--- config.mk ---
export PLATFORM = sky130hd
export DESIGN_NAME = frame_stat
export DESIGN_NICKNAME = d
export VERILOG_FILES = /design/src/rtl/frame_stat_pkg.sv /design/src/rtl/frame_stat_sat_cnt16.sv /design/src/rtl/frame_stat.sv
export SDC_FILE = /design/constraint.sdc
export NUM_CORES = 1
export LEC_CHECK = 0
export ABC_CLOCK_PERIOD_IN_PS = 2800
export BUFFER_PORTS_ARGS = -buffer_cell sky130_fd_sc_hd__buf_2
export CAP_MARGIN = 20
export CORE_ASPECT_RATIO = 0.75
export CORE_UTILIZATION = 50
export CTS_CLUSTER_SIZE = 25
export DETAILED_ROUTE_END_ITERATION = 8
export GPL_TIMING_DRIVEN = 0
export PLACE_DENSITY = 0.68
export SLEW_MARGIN = 20
export SYNTH_ARGS = -nofsm -noshare
export SYNTH_HDL_FRONTEND = slang
export SYNTH_SLANG_ARGS = --single-unit
--- constraint.sdc ---
create_clock -name clk -period 2.8 [get_ports clk]
set_input_delay 0.28 -clock clk [delete_from_list [all_inputs] [get_ports clk]]
set_output_delay 0.28 -clock clk [all_outputs]
set_load 0.01 [all_outputs]
--- src/rtl/frame_stat_pkg.sv ---
// Shared types and constants for the frame statistics block.
package frame_stat_pkg;

  // Receive FSM states.
  typedef enum logic [1:0] {
    ST_IDLE,
    ST_PRE,
    ST_PAY,
    ST_DROP
  } state_t;

  // Register map.
  localparam logic [15:0] ADDR_CTRL        = 16'h0020;
  localparam logic [15:0] ADDR_MIN_LEN     = 16'h0021;
  localparam logic [15:0] ADDR_MAX_LEN     = 16'h0022;
  localparam logic [15:0] ADDR_GOOD_CNT    = 16'h0023;
  localparam logic [15:0] ADDR_LEN_ERR_CNT = 16'h0024;
  localparam logic [15:0] ADDR_PRE_ERR_CNT = 16'h0025;
  localparam logic [15:0] ADDR_LAST_LEN    = 16'h0026;
  localparam logic [15:0] ADDR_LAST_SUM    = 16'h0027;

  // Frame delimiters.
  localparam logic [7:0] PREAMBLE = 8'h55;
  localparam logic [7:0] SFD      = 8'hD5;

  // Increment that sticks at all-ones instead of wrapping.
  function automatic logic [15:0] sat_inc16(input logic [15:0] value);
    return (value == 16'hFFFF) ? value : value + 16'd1;
  endfunction

endpackage

--- src/rtl/frame_stat_sat_cnt16.sv ---
// 16-bit saturating event counter; clear wins over increment.
module sat_cnt16
  import frame_stat_pkg::*;
(
  input  logic        clk,
  input  logic        rst_n,
  input  logic        inc,
  input  logic        clr,
  output logic [15:0] count
);

  // Count events, clear on request, hold at 0xFFFF.
  always_ff @(posedge clk) begin
    if (!rst_n || clr) begin
      count <= 16'd0;
    end else if (inc) begin
      count <= sat_inc16(count);
    end
  end

endmodule

--- src/rtl/frame_stat.sv ---
// Frame classifier: strips preamble/SFD, measures payload length and
// byte sum, counts good / length-error / preamble-error frames, and
// exposes everything through a small register bus.
module frame_stat
  import frame_stat_pkg::*;
#(
  parameter logic [15:0] MIN_LEN_RST = 16'd4,
  parameter logic [15:0] MAX_LEN_RST = 16'd64
) (
  input  logic        clk,
  input  logic        rst_n,
  input  logic        rx_dv,
  input  logic [7:0]  rxd,
  input  logic        bus_cmd_valid,
  input  logic        bus_op,
  input  logic [15:0] bus_addr,
  input  logic [15:0] bus_wr_data,
  output logic [15:0] bus_rd_data,
  output logic        frame_done,
  output logic        frame_ok
);

  state_t      state_reg, state_next;
  logic        rx_dv_prev;
  logic        enable_reg;
  logic [15:0] min_len_reg, max_len_reg;
  logic [15:0] len_reg, sum_reg;
  logic [15:0] last_len_reg, last_sum_reg;
  logic [15:0] good_cnt, len_err_cnt, pre_err_cnt;
  logic        frame_end, pre_err, len_good;
  logic        wr_en, rd_en;
  logic [15:0] rd_mux;

  assign wr_en    = bus_cmd_valid && bus_op;
  assign rd_en    = bus_cmd_valid && !bus_op;
  assign len_good = (min_len_reg <= len_reg) && (len_reg <= max_len_reg);

  // Previous rx_dv, left out of reset so a frame still running across a
  // reset release is not mistaken for a new rising edge.
  always_ff @(posedge clk) begin
    rx_dv_prev <= rx_dv;
  end

  // FSM state register.
  always_ff @(posedge clk) begin
    if (!rst_n) state_reg <= ST_IDLE;
    else        state_reg <= state_next;
  end

  // Next state plus end-of-frame and preamble-error events.
  always_comb begin
    state_next = state_reg;
    frame_end  = 1'b0;
    pre_err    = 1'b0;
    case (state_reg)
      ST_IDLE: begin
        if (enable_reg && rx_dv && !rx_dv_prev) state_next = ST_PRE;
      end
      ST_PRE: begin
        if (!rx_dv) begin
          state_next = ST_IDLE;
          pre_err    = 1'b1;
        end else if (rxd == SFD) begin
          state_next = ST_PAY;
        end else if (rxd != PREAMBLE) begin
          state_next = ST_DROP;
          pre_err    = 1'b1;
        end
      end
      ST_PAY: begin
        if (!rx_dv) begin
          state_next = ST_IDLE;
          frame_end  = 1'b1;
        end
      end
      ST_DROP: begin
        if (!rx_dv) state_next = ST_IDLE;
      end
      default: state_next = ST_IDLE;
    endcase
  end

  // Payload length and sum accumulation; restart on SFD.
  always_ff @(posedge clk) begin
    if (!rst_n) begin
      len_reg <= 16'd0;
      sum_reg <= 16'd0;
    end else if (state_reg == ST_PRE && rx_dv && rxd == SFD) begin
      len_reg <= 16'd0;
      sum_reg <= 16'd0;
    end else if (state_reg == ST_PAY && rx_dv) begin
      len_reg <= sat_inc16(len_reg);
      sum_reg <= sum_reg + {8'd0, rxd};
    end
  end

  // Latch the finished frame's results and pulse the classification.
  always_ff @(posedge clk) begin
    if (!rst_n) begin
      last_len_reg <= 16'd0;
      last_sum_reg <= 16'd0;
      frame_done   <= 1'b0;
      frame_ok     <= 1'b0;
    end else begin
      frame_done <= frame_end;
      frame_ok   <= frame_end && len_good;
      if (frame_end) begin
        last_len_reg <= len_reg;
        last_sum_reg <= sum_reg;
      end
    end
  end

  // Writable configuration registers.
  always_ff @(posedge clk) begin
    if (!rst_n) begin
      enable_reg  <= 1'b0;
      min_len_reg <= MIN_LEN_RST;
      max_len_reg <= MAX_LEN_RST;
    end else if (wr_en) begin
      if (bus_addr == ADDR_CTRL)    enable_reg  <= bus_wr_data[0];
      if (bus_addr == ADDR_MIN_LEN) min_len_reg <= bus_wr_data;
      if (bus_addr == ADDR_MAX_LEN) max_len_reg <= bus_wr_data;
    end
  end

  sat_cnt16 u_good_cnt (
    .clk   (clk),
    .rst_n (rst_n),
    .inc   (frame_end && len_good),
    .clr   (wr_en && bus_addr == ADDR_GOOD_CNT),
    .count (good_cnt)
  );

  sat_cnt16 u_len_err_cnt (
    .clk   (clk),
    .rst_n (rst_n),
    .inc   (frame_end && !len_good),
    .clr   (wr_en && bus_addr == ADDR_LEN_ERR_CNT),
    .count (len_err_cnt)
  );

  sat_cnt16 u_pre_err_cnt (
    .clk   (clk),
    .rst_n (rst_n),
    .inc   (pre_err),
    .clr   (wr_en && bus_addr == ADDR_PRE_ERR_CNT),
    .count (pre_err_cnt)
  );

  // Read-data selection; unmapped addresses return zero.
  always_comb begin
    rd_mux = 16'd0;
    case (bus_addr)
      ADDR_CTRL:        rd_mux = {15'd0, enable_reg};
      ADDR_MIN_LEN:     rd_mux = min_len_reg;
      ADDR_MAX_LEN:     rd_mux = max_len_reg;
      ADDR_GOOD_CNT:    rd_mux = good_cnt;
      ADDR_LEN_ERR_CNT: rd_mux = len_err_cnt;
      ADDR_PRE_ERR_CNT: rd_mux = pre_err_cnt;
      ADDR_LAST_LEN:    rd_mux = last_len_reg;
      ADDR_LAST_SUM:    rd_mux = last_sum_reg;
      default:          rd_mux = 16'd0;
    endcase
  end

  // Registered read data, held between reads.
  always_ff @(posedge clk) begin
    if (!rst_n)     bus_rd_data <= 16'd0;
    else if (rd_en) bus_rd_data <= rd_mux;
  end

endmodule

==> metrics.cfg, run 1 <==
[logic_synthesis]
synth_seq_area_share_pct = 37.57
synth_compound_area_share_pct = 17.13
synth_cells = 1112
post_synth.cell_area_avg_um2 = 7.955
syn_area_um2 = 8846
ys_types = 70
synth_xor_area_share_pct = 4.158
synthAdderAreaFrac_pct = 6.450
synthFlopType = dfxtp_1
synth_seq_cells = 166
synth-simple-area-share_pct = 25.77
synthMuxAreaShare_pct = 4.342
yosys_warnings = 0
synth-edff-count = 0
async_reset_ff_share_pct = 0
synth_top_family_by_area = simple AND/OR/NAND/NOR gates
synth_nets = 1202

[place]
io_buffers = 60
pre_cts_ws_ns = 0.002814
gp_congestion = 1.007
dp_cells = 1408
hpwlAfterDp_um = 20650

[floorplan]
core_um2 = 17080
die_w_um = 155.6
boundaryPins = 63
dieArea_um2 = 18230
rows = 41
die_y_um = 117.2
initial_core_util_pct = 51.78

[timing]
max_freq_ghz = 0.3628
skew_ns = 0.007510
rsz0062_at_grt = no
timing.final.crit_period_ns = 2.757
setup_ws_ns = 0.04328
fin_tns_setup_ns = 0
worstMarginPinSlew_ns = 0.8167
maxSlewViolCount = 0
hold_viol_final = 0
finalCritPeriodShare_pct = 98.45
relSlewSlack_pct = 45.26
setup_violations = 0
whs_ns = 0.05404

[clocking]
clk_pin_slew_ns = 0.06
numCtsBuffers = 17
cts_tree = done
insertion_delay_ns = 0.43
cts_max_level = 4
clockBufferDepth = 2
cts-root-buf = clkbuf_16
cts.sinks = 166

[power_and_ir_drop]
p_sw_mw = 1.121
pwr-share-clk_pct = 49.0
intPower_mw = 3.848
vdd_drop_max_v = 0.0002931
swShare_pct = 22.56
power_density_nw_per_um2 = 491.8
leakage_nw = 3.606
p_comb_share_pct = 3.5
share_seq_of_total_power_pct = 47.5

[grt]
grt_first_pass_wirelength_um = 40430
antenna_found_initial = 0
grt_max_degree = 17
track_usage_pct = 29.66
grt_pass1_vias = 7361
globalRoute.totalOverflow = 0

[worst_hold_path]
min_path_cells = 1
worstHoldPathType = in -> reg

[critical_path]
setup.worst_path.start_class = flop
crit_type = reg -> reg
worst_setup_path_end_kind = flop
rrSetupSlack_ns = 0.04
cp.required_ns = 3.16
critPathArrivalTime_ns = 3.12
critPathMaxFanout = 10
reg2regPathDepth = 10

[detailed_routing]
vias_per_cell = 5.783
drt_iter0_drc = 760
dr.pass1.iters = 5
vias = 8333
drc = 0
drt_wl_total_um = 26450
ant_nets = 0
wl_per_cell_um = 18.35

[run_status]
status = complete, no violations

[final_layout]
final_cell_count_no_fill = 1441
drive_above_1_share_pct = 11.54
syn_to_final_growth_pct = 14.23
diodes = 0
final_nets = 1282

[run]
maxCapViolCount = 0

-- metrics by stage --
stage	total power [mW]	cell area, µm²	utilization [%]
floorplan	2.506	8846	-
global placement	2.586	9442	55.27
finish	4.970	10100	59.15
global route	5.089	10100	59.15
detailed placement	2.587	9442	55.27
CTS	4.975	10050	58.85
-- power groups by stage --
| stage | Clock [mW] | Sequential (mW) | Combinational [mW] |
|---|---|---|---|
| global route | 2.54 | 2.36 | 0.191 |
| detailed placement | 0 | 2.41 | 0.173 |
| CTS | 2.44 | 2.36 | 0.173 |
| floorplan | 0 | 2.41 | 0.0916 |
| finish | 2.43 | 2.36 | 0.176 |
| global placement | 0 | 2.41 | 0.171 |
-- timing repair --
action | in CTS | in global routing
resized for setup | 1 | 14
endpoints found under the setup margin | 1 | 23
hold buffers | 0 | 0
setup buffers | 0 | 1
pin swaps | 0 | 4
-- placed cells by master (no fill, tap or decap), types with 24 or more instances in the layout --
cell type / instances
mux2i_1: 35
o21ai_0: 35
nand2_1: 225
nand4_1: 27
clkbuf_1: 39
nor2_1: 75
buf_2: 67
inv_1: 46
dfxtp_1: 161
nand3_1: 26
ha_1: 44
xnor2_1: 24
a21oi_1: 109
-- per-layer routing --
layer  track usage (%)  wire length (µm)  up-vias
met5                 0                 0        -
met4             8.431               476        0
met3             10.01              2444       37
met2             42.81             11010      299
met1             41.81             12510     3910
li1                  -                 -     4087
-- cell usage after synthesis (3+ instances only) --
cell	instances	area, µm²
or3_1	22	137.6
mux2i_1	35	350.3
buf_1	3	11.26
ha_1	44	550.5
nand3b_1	3	22.52
o21ai_1	19	95.09
o21ai_0	36	180.2
dfxtp_1	166	3323
nor2b_1	7	43.79
nor2_1	76	285.3
nand2_1	225	844.6
and3_1	12	75.07
a22o_1	4	35.03
nor3_1	17	85.08
mux2_2	3	33.78
o22ai_1	13	81.33
a221oi_1	12	105.1
a211oi_1	3	22.52
nand4_1	27	168.9
a21oi_1	110	550.5
xor2_1	18	157.7
buf_2	8	40.04
nand2b_1	5	31.28
nor3_2	3	30.03
clkbuf_1	35	131.4
o31ai_1	7	52.55
o211ai_1	10	75.07
inv_1	46	172.7
nand3_1	26	130.1
xnor2_1	24	210.2
and4_1	6	52.55
and2_1	14	87.58
a31oi_1	7	43.79
or4_1	13	97.59
buf_6	3	33.78
-- critical path, cell delays in order (launching register included) --
cell      delay (ns)
dfxtp_1         0.33
inv_1           0.13
ha_1            0.36
nand4_1         0.24
nor2_1          0.12
a221oi_4        0.38
and3_2          0.28
o22ai_4         0.09
buf_6           0.14
or4_1           0.46
a21oi_1         0.14
-- final cells by class --
type	count	area (µm²)
clock inverter	10	146.4
fill	1613	6978
clock buffer	22	454.2
sequential	166	3329
timing repair buffer	61	307.8
buffer	49	219.0
multi-input combinational	847	5164
inverter	50	188.9
tap	236	295.3
-- final timing paths --
path	startpoint	endpoint
max	max_len_reg[11]$_SDFFE_PN0P_	u_good_cnt.count[6]$_SDFFE_PP0P_
min	rx_dv	rx_dv_prev$_DFF_P_
max reg2reg	max_len_reg[11]$_SDFFE_PN0P_	u_good_cnt.count[6]$_SDFFE_PP0P_
min reg2reg	bus_rd_data[9]$_SDFFE_PN0P_	bus_rd_data[9]$_SDFFE_PN0P_
-- cells by family after synthesis --
logic type      Yosys count
buf+inv                  99
xor+xnor                 42
mux                      38
flops                   166
compound gates          248
simple gates            474
fa+ha+maj                45
Power figures use the tool's default switching activity.
==> inputs of run 2 (changes only) <==
Settings changed: CORE_ASPECT_RATIO 0.75 to 0.6, PLACE_DENSITY 0.68 to not set, PLACE_DENSITY_LB_ADDON set to 0.25.
==> run 2 against run 1 <==
The flow now finishes with violations (setup timing). Final area up 0.92%. Final cell count about the same. Setup slack worse by 0.048 ns. Clock power about the same. Count of clock-buffer cells in the layout down 5. First-iteration DRC count up 28%. Power down 0.59%. Non-clock buffer count up 1. Combinational power about the same. Hold slack worse by 0.015 ns. Via count up 2.2%.
==> metrics.cfg, run 2 (same netlist as run 1, synthesis figures left out) <==
[floorplan]
initial_core_util_pct = 51.37  ; -0.42 points
dieArea_um2 = 18250  ; about the same
die_w_um = 173.7  ; +12%
boundaryPins = 63  ; unchanged
rows = 37  ; -9.8%
core_um2 = 17220  ; +0.81%
die_y_um = 105.0  ; -10%

[timing]
setup_violations = 1  ; +1
max_freq_ghz = 0.3566  ; -1.7%
worstMarginPinSlew_ns = 0.7856  ; -0.03113 ns
timing.final.crit_period_ns = 2.805  ; +0.04781 ns
finalCritPeriodShare_pct = 100.2  ; +1.7 points
setup_ws_ns = -0.004531  ; -0.04781 ns
fin_tns_setup_ns = -0.004531  ; -0.004531 ns
hold_viol_final = 0  ; unchanged
whs_ns = 0.03884  ; -0.01520 ns
skew_ns = 0.01479  ; +0.007279 ns
relSlewSlack_pct = 47.34  ; +2.1 points
maxSlewViolCount = 0  ; unchanged

[final_layout]
syn_to_final_growth_pct = 15.28
diodes = 0  ; unchanged
final_cell_mix = nand2_1, dfxtp_1, a21oi_1, nor2_1, buf_2
design_area_um2 = 10200  ; +0.92%
drive_above_1_share_pct = 13.76  ; +2.2 points
area.sequential_um2 = 3354  ; +0.75%
final_nets = 1283  ; +0.078%
final_common_cell = nand2_1
final_cell_count_no_fill = 1440  ; -0.069%
fillers = 1609  ; -0.25%
multi_input_area_um2 = 5239  ; +1.5%

[clocking]
cts-root-buf = clkbuf_16
clk_pin_slew_ns = 0.07  ; about the same
insertion_delay_ns = 0.45  ; +0.02 ns
cts_hold_buf = 0  ; unchanged
cts_max_level = 4  ; unchanged
cts_tree = done
numCtsBuffers = 17  ; unchanged
clockBufferDepth = 2  ; unchanged
cts.sinks = 166  ; unchanged

[detailed_routing]
vias_per_cell = 5.913  ; +2.2%
ant_nets = 0  ; unchanged
wl_per_cell_um = 19.00  ; +3.6%
vias = 8514  ; +2.2%
drt_wl_total_um = 27370  ; +3.5%
dr.pass1.iters = 5  ; unchanged
drt_iter0_drc = 970  ; +28%
drc = 0  ; unchanged

[place]
io_buffers = 60  ; unchanged
gp_congestion = 1.045  ; +3.7%
place_area_um2 = 9439  ; about the same
hpwlAfterDp_um = 21100  ; +2.2%
dp_cells = 1406  ; -0.14%

[power_and_ir_drop]
vdd_drop_max_v = 0.0004153  ; +42%
leakage_nw = 3.646  ; +1.1%
power_mw = 4.940  ; -0.59%
power_density_nw_per_um2 = 484.5  ; -1.5%

[grt]
grt_max_degree = 18  ; +1
grt_first_pass_wirelength_um = 42560  ; +5.3%
track_usage_pct = 30.35  ; +0.69 points
antenna_found_initial = 1  ; +1
grt_pass1_vias = 7637  ; +3.7%
globalRoute.totalOverflow = 0  ; unchanged

[critical_path]
critPathMaxFanout = 10  ; unchanged
rrSetupSlack_ns = -0.005  ; -0.05 ns
critPathArrivalTime_ns = 3.18  ; +0.06 ns
setup.worst_path.start_class = flop
crit_type = reg -> reg
cp.required_ns = 3.17  ; about the same
worst_setup_path_end_kind = flop

[run]
maxCapViolCount = 0  ; unchanged

[run_status]
status = finished, violations left
violations = setup timing

[worst_hold_path]
worstHoldPathType = in -> reg

## run 2: changes by cell type in the layout (fill, tap and decap cells not counted), moves of 4 or more
cell      before  now
dfxtp_1      161  153
ha_1          44   40
clkbuf_1      39   35
ha_4           0    4
dfxtp_4        0    6
inv_6          1    5
inv_2          2    6
inv_8          0    5
inv_1         46   42
## run 2: where the power goes
part	total, mW	switching (mW)	internal, mW
sequential	2.35	0.000196	2.35
clock	2.41	1.14	1.27
combinational	0.176	0.122	0.0538
total	4.94	1.26	3.68
## run 2: worst max-delay path, stage by stage (launching register included)
cell	delay, ns
dfxtp_1	0.34
inv_1	0.15
ha_4	0.32
nand4_1	0.28
a2111o_1	0.55
a31oi_2	0.40
nor2_4	0.13
or4_1	0.42
a21oi_1	0.14
## run 2: worst paths after layout
check | from | end | cells after the start
max | max_len_reg[11]$_SDFFE_PN0P_ | u_len_err_cnt.count[8]$_SDFFE_PP0P_ | 8
max reg2reg | max_len_reg[11]$_SDFFE_PN0P_ | u_len_err_cnt.count[8]$_SDFFE_PP0P_ | 8
min | rx_dv | rx_dv_prev$_DFF_P_ | 1
min reg2reg | bus_rd_data[8]$_SDFFE_PN0P_ | bus_rd_data[8]$_SDFFE_PN0P_ | 2
## run 2: layout make-up
type	instances	area share, %
Buffer	49	2.184
Clock buffer	17	4.172
Clock inverter	15	1.558
Inverter	50	1.853
Multi-Input combinational cell	847	51.37
Sequential cell	166	32.90
Tap cell	234	2.871
Timing Repair Buffer	62	3.092
## run 2: timing repair
item,in CTS,in global routing
hold endpoints to repair,0,0
setup endpoints to repair,11,21
buffers inserted,0,2
pin swaps,0,10
resized for setup,4,39
## run 2: routing by layer
metal	global-route usage (%)	vias to the layer above	wire length (µm)
li1	-	4092	-
met1	45.72	4021	13130
met2	40.68	365	10820
met3	10.01	36	3009
met4	7.080	0	405
met5	0	-	0
## run 2: metrics by stage
step,util [%],worst slack [ns]
4_1_cts,58.38,-0.0005140
3_5_place_dp,54.81,-0.07445
2_1_floorplan,-,0.4050
6_report,59.21,-0.004531
3_3_place_gp,54.81,-0.01266
5_1_grt,59.21,-0.05478
==> inputs of run 3 (changes only) <==
Settings changed: ABC_AREA set to 1.
==> run 3 against run 2 <==
The run now ends clean. Sequential power is essentially flat. Final cell count rose by 17%. Sequential share of layout area fell by 1.1 points. Core utilization shrank 1.4 points. Synthesized cell count grew 21%. Count of clock-buffer cells in the layout up 1. Register-to-register slack improved by 0.25 ns. Fmax up 9.6%. Die area increased by 4.0%. First-iteration DRC count is 0.72% higher. Routed wire length increased by 2.8%. Largest cell class unchanged. Largest power group unchanged. Highest routed layer unchanged.
==> metrics.cfg, run 3 <==
[timing]
hold_viol_final = 0  ; unchanged
timing.final.crit_period_ns = 2.559  ; -0.2453 ns
fin_tns_setup_ns = 0  ; +0.004531 ns
whs_ns = 0.1169  ; +0.07806 ns
relSlewSlack_pct = 53.64  ; +6.3 points
worstMarginPinSlew_ns = 0.6954  ; -0.09021 ns
maxSlewViolCount = 0  ; unchanged
skew_ns = 0.01359  ; -0.001197 ns
finalCritPeriodShare_pct = 91.40  ; -8.8 points
rsz0062_at_grt = no
max_freq_ghz = 0.3907  ; +9.6%
setup_violations = 0  ; -1

[final_layout]
drive_above_1_share_pct = 9.501  ; -4.3 points
diodes = 0  ; unchanged
final_cell_mix = nand2_1, dfxtp_1, a21oi_1, inv_1, nor2_1
final_nets = 1519  ; +18%
syn_to_final_growth_pct = 13.36
final_common_cell = nand2_1

[logic_synthesis]
synth_seq_cells = 166  ; unchanged
synthFlopType = dfxtp_1
async_reset_ff_share_pct = 0  ; unchanged
synth_seq_area_share_pct = 36.10  ; -1.5 points
syn_area_um2 = 9206  ; +4.1%
ys_types = 44  ; -37%
yosysTopAreaCellShare_pct = 36.10  ; -1.5 points
synth_most_common_cell = nand2_1
synth_top_area_cell = dfxtp_1
synth_nets = 1437  ; +20%
synthTopCellsByArea = dfxtp_1, nand2_1, a21oi_1, ha_1, inv_1
synth_cells = 1347  ; +21%
yosys_warnings = 0  ; unchanged
synth-edff-count = 0  ; unchanged
synth_common_cells = nand2_1, dfxtp_1, a21oi_1
post_synth.cell_area_avg_um2 = 6.835  ; -14%

[grt]
grt_pass1_vias = 8362  ; +9.5%
antenna_found_initial = 0  ; -1
grt_max_degree = 18  ; unchanged
grt_first_pass_wirelength_um = 43980  ; +3.3%
globalRoute.totalOverflow = 0  ; unchanged
track_usage_pct = 30.32  ; -0.032 points

[place]
hpwlAfterDp_um = 21630  ; +2.6%
gp_congestion = 0.9358  ; -10%
io_buffers = 62  ; +3.3%

[worst_hold_path]
worstHoldPathType = in -> reg

[detailed_routing]
vias = 9511  ; +12%
drc = 0  ; unchanged
vias_per_cell = 5.655  ; -4.4%
drt_wl_total_um = 28120  ; +2.8%
dr.pass1.iters = 5  ; unchanged
drt_iter0_drc = 977  ; +0.72%
wl_per_cell_um = 16.72  ; -12%
ant_nets = 0  ; unchanged

[power_and_ir_drop]
vdd_drop_max_v = 0.0004505  ; +8.5%
power_density_nw_per_um2 = 486.5  ; +0.42%
power_mw = 5.077  ; +2.8%
leakage_nw = 4.211  ; +15%

[floorplan]
rows = 38  ; +2.7%
die_w_um = 177.2  ; +2.0%
initial_core_util_pct = 50.96  ; -0.41 points
core_um2 = 18070  ; +4.9%
boundaryPins = 63  ; unchanged
dieArea_um2 = 18980  ; +4.0%
die_y_um = 107.1  ; +2.0%

[clocking]
cts.sinks = 166  ; unchanged
cts_tree = done
cts-root-buf = clkbuf_16
clk_pin_slew_ns = 0.07  ; about the same
cts_max_level = 4  ; unchanged
cts_setup_buffers = 0  ; unchanged
clockBufferDepth = 2  ; unchanged
numCtsBuffers = 17  ; unchanged
insertion_delay_ns = 0.45  ; about the same

[critical_path]
setup.worst_path.start_class = input pin
critPathMaxFanout = 10  ; unchanged
critPathArrivalTime_ns = 2.93  ; -0.25 ns
worst_setup_path_end_kind = flop
crit_type = in -> reg
cp.required_ns = 3.17  ; about the same

[run]
maxCapViolCount = 0  ; unchanged

[run_status]
status = complete, no violations

run 3: cell types whose count changed after synthesis, sizes merged, moves of 13 or more:
cell / change
or3: -21
o21ai: +46
o22ai: -14
and3: -14
a21oi: +59
mux2i: -35
xnor2: -17
or4: -15
nor3: +13
nand3: +59
nor2: +27
a221oi: -14
nand2: +109
inv: +91
run 3: metal layers:
| metal | vias to the layer above | part of all wire [%] | global-route usage, % |
|---|---|---|---|
| li1 | 4628 | - | - |
| met1 | 4396 | 47 | 44.05 |
| met2 | 448 | 41 | 42.49 |
| met3 | 39 | 11 | 10.04 |
| met4 | 0 | 1.4 | 6.958 |
| met5 | - | 0 | 0 |
run 3: layout make-up:
type,count,area [µm²]
Buffer,56,250.2
Inverter,140,525.5
Clock buffer,18,439.2
Fill cell,1768,7631
Tap cell,240,300.3
Timing Repair Buffer,63,320.3
Clock inverter,14,153.9
Sequential cell,166,3323
Multi-Input combinational cell,985,5124
run 3: logic make-up after synthesis:
| family | synth area share [%] |
|---|---|
| fa+ha+maj | 6.197 |
| flops | 36.10 |
| buf+inv | 8.412 |
| compound gates | 17.19 |
| simple gates | 28.68 |
| xor+xnor | 3.425 |
run 3: power breakdown:
part / switching, mW / internal, mW
combinational: 0.174 / 0.0822
sequential: 0.00828 / 2.37
clock: 1.15 / 1.29
total: 1.33 / 3.75
run 3: worst max-delay path, cell delays in order:
cell and delay [ns]:
dlygate4sd3_1 0.52, buf_2 0.14, inv_1 0.09, nand3_1 0.36, inv_1 0.22, clkbuf_1 0.49
buf_1 0.48, nand4_1 0.18, a21oi_1 0.17
run 3: final timing paths:
| kind | from | endpoint | slack [ns] | depth (start not counted) |
|---|---|---|---|---|
| worst min register to register | bus_rd_data[11]$_SDFFE_PN0P_ | bus_rd_data[11]$_SDFFE_PN0P_ | 0.47 | 2 |
| worst max-delay path | rx_dv | u_len_err_cnt.count[9]$_SDFFE_PP0P_ | 0.24 | 9 |
| worst min-delay path | bus_wr_data[6] | max_len_reg[6]$_SDFFE_PN1P_ | 0.12 | 3 |
| worst max register to register | len_reg[5]$_SDFFE_PP0P_ | u_good_cnt.count[5]$_SDFFE_PP0P_ | 0.25 | 14 |
run 3: timing repair:
action | in CTS | in global routing
resized for setup | 0 | 6
endpoints found under the hold margin | 1 | 0
hold buffers | 1 | 0
endpoints found under the setup margin | 0 | 25
run 3: stage by stage:
step           util (%)  cell area [µm²]  setup slack, ns  std cells
3_3_place_gp      54.34             9817           0.1479       1649
4_1_cts           57.67            10420          0.04656       1682
6_report          57.76            10440           0.2408       1682
5_1_grt           57.76            10440          0.01013       1682
2_1_floorplan         -             9206           0.6934       1347
3_5_place_dp      54.34             9817          0.06545       1649
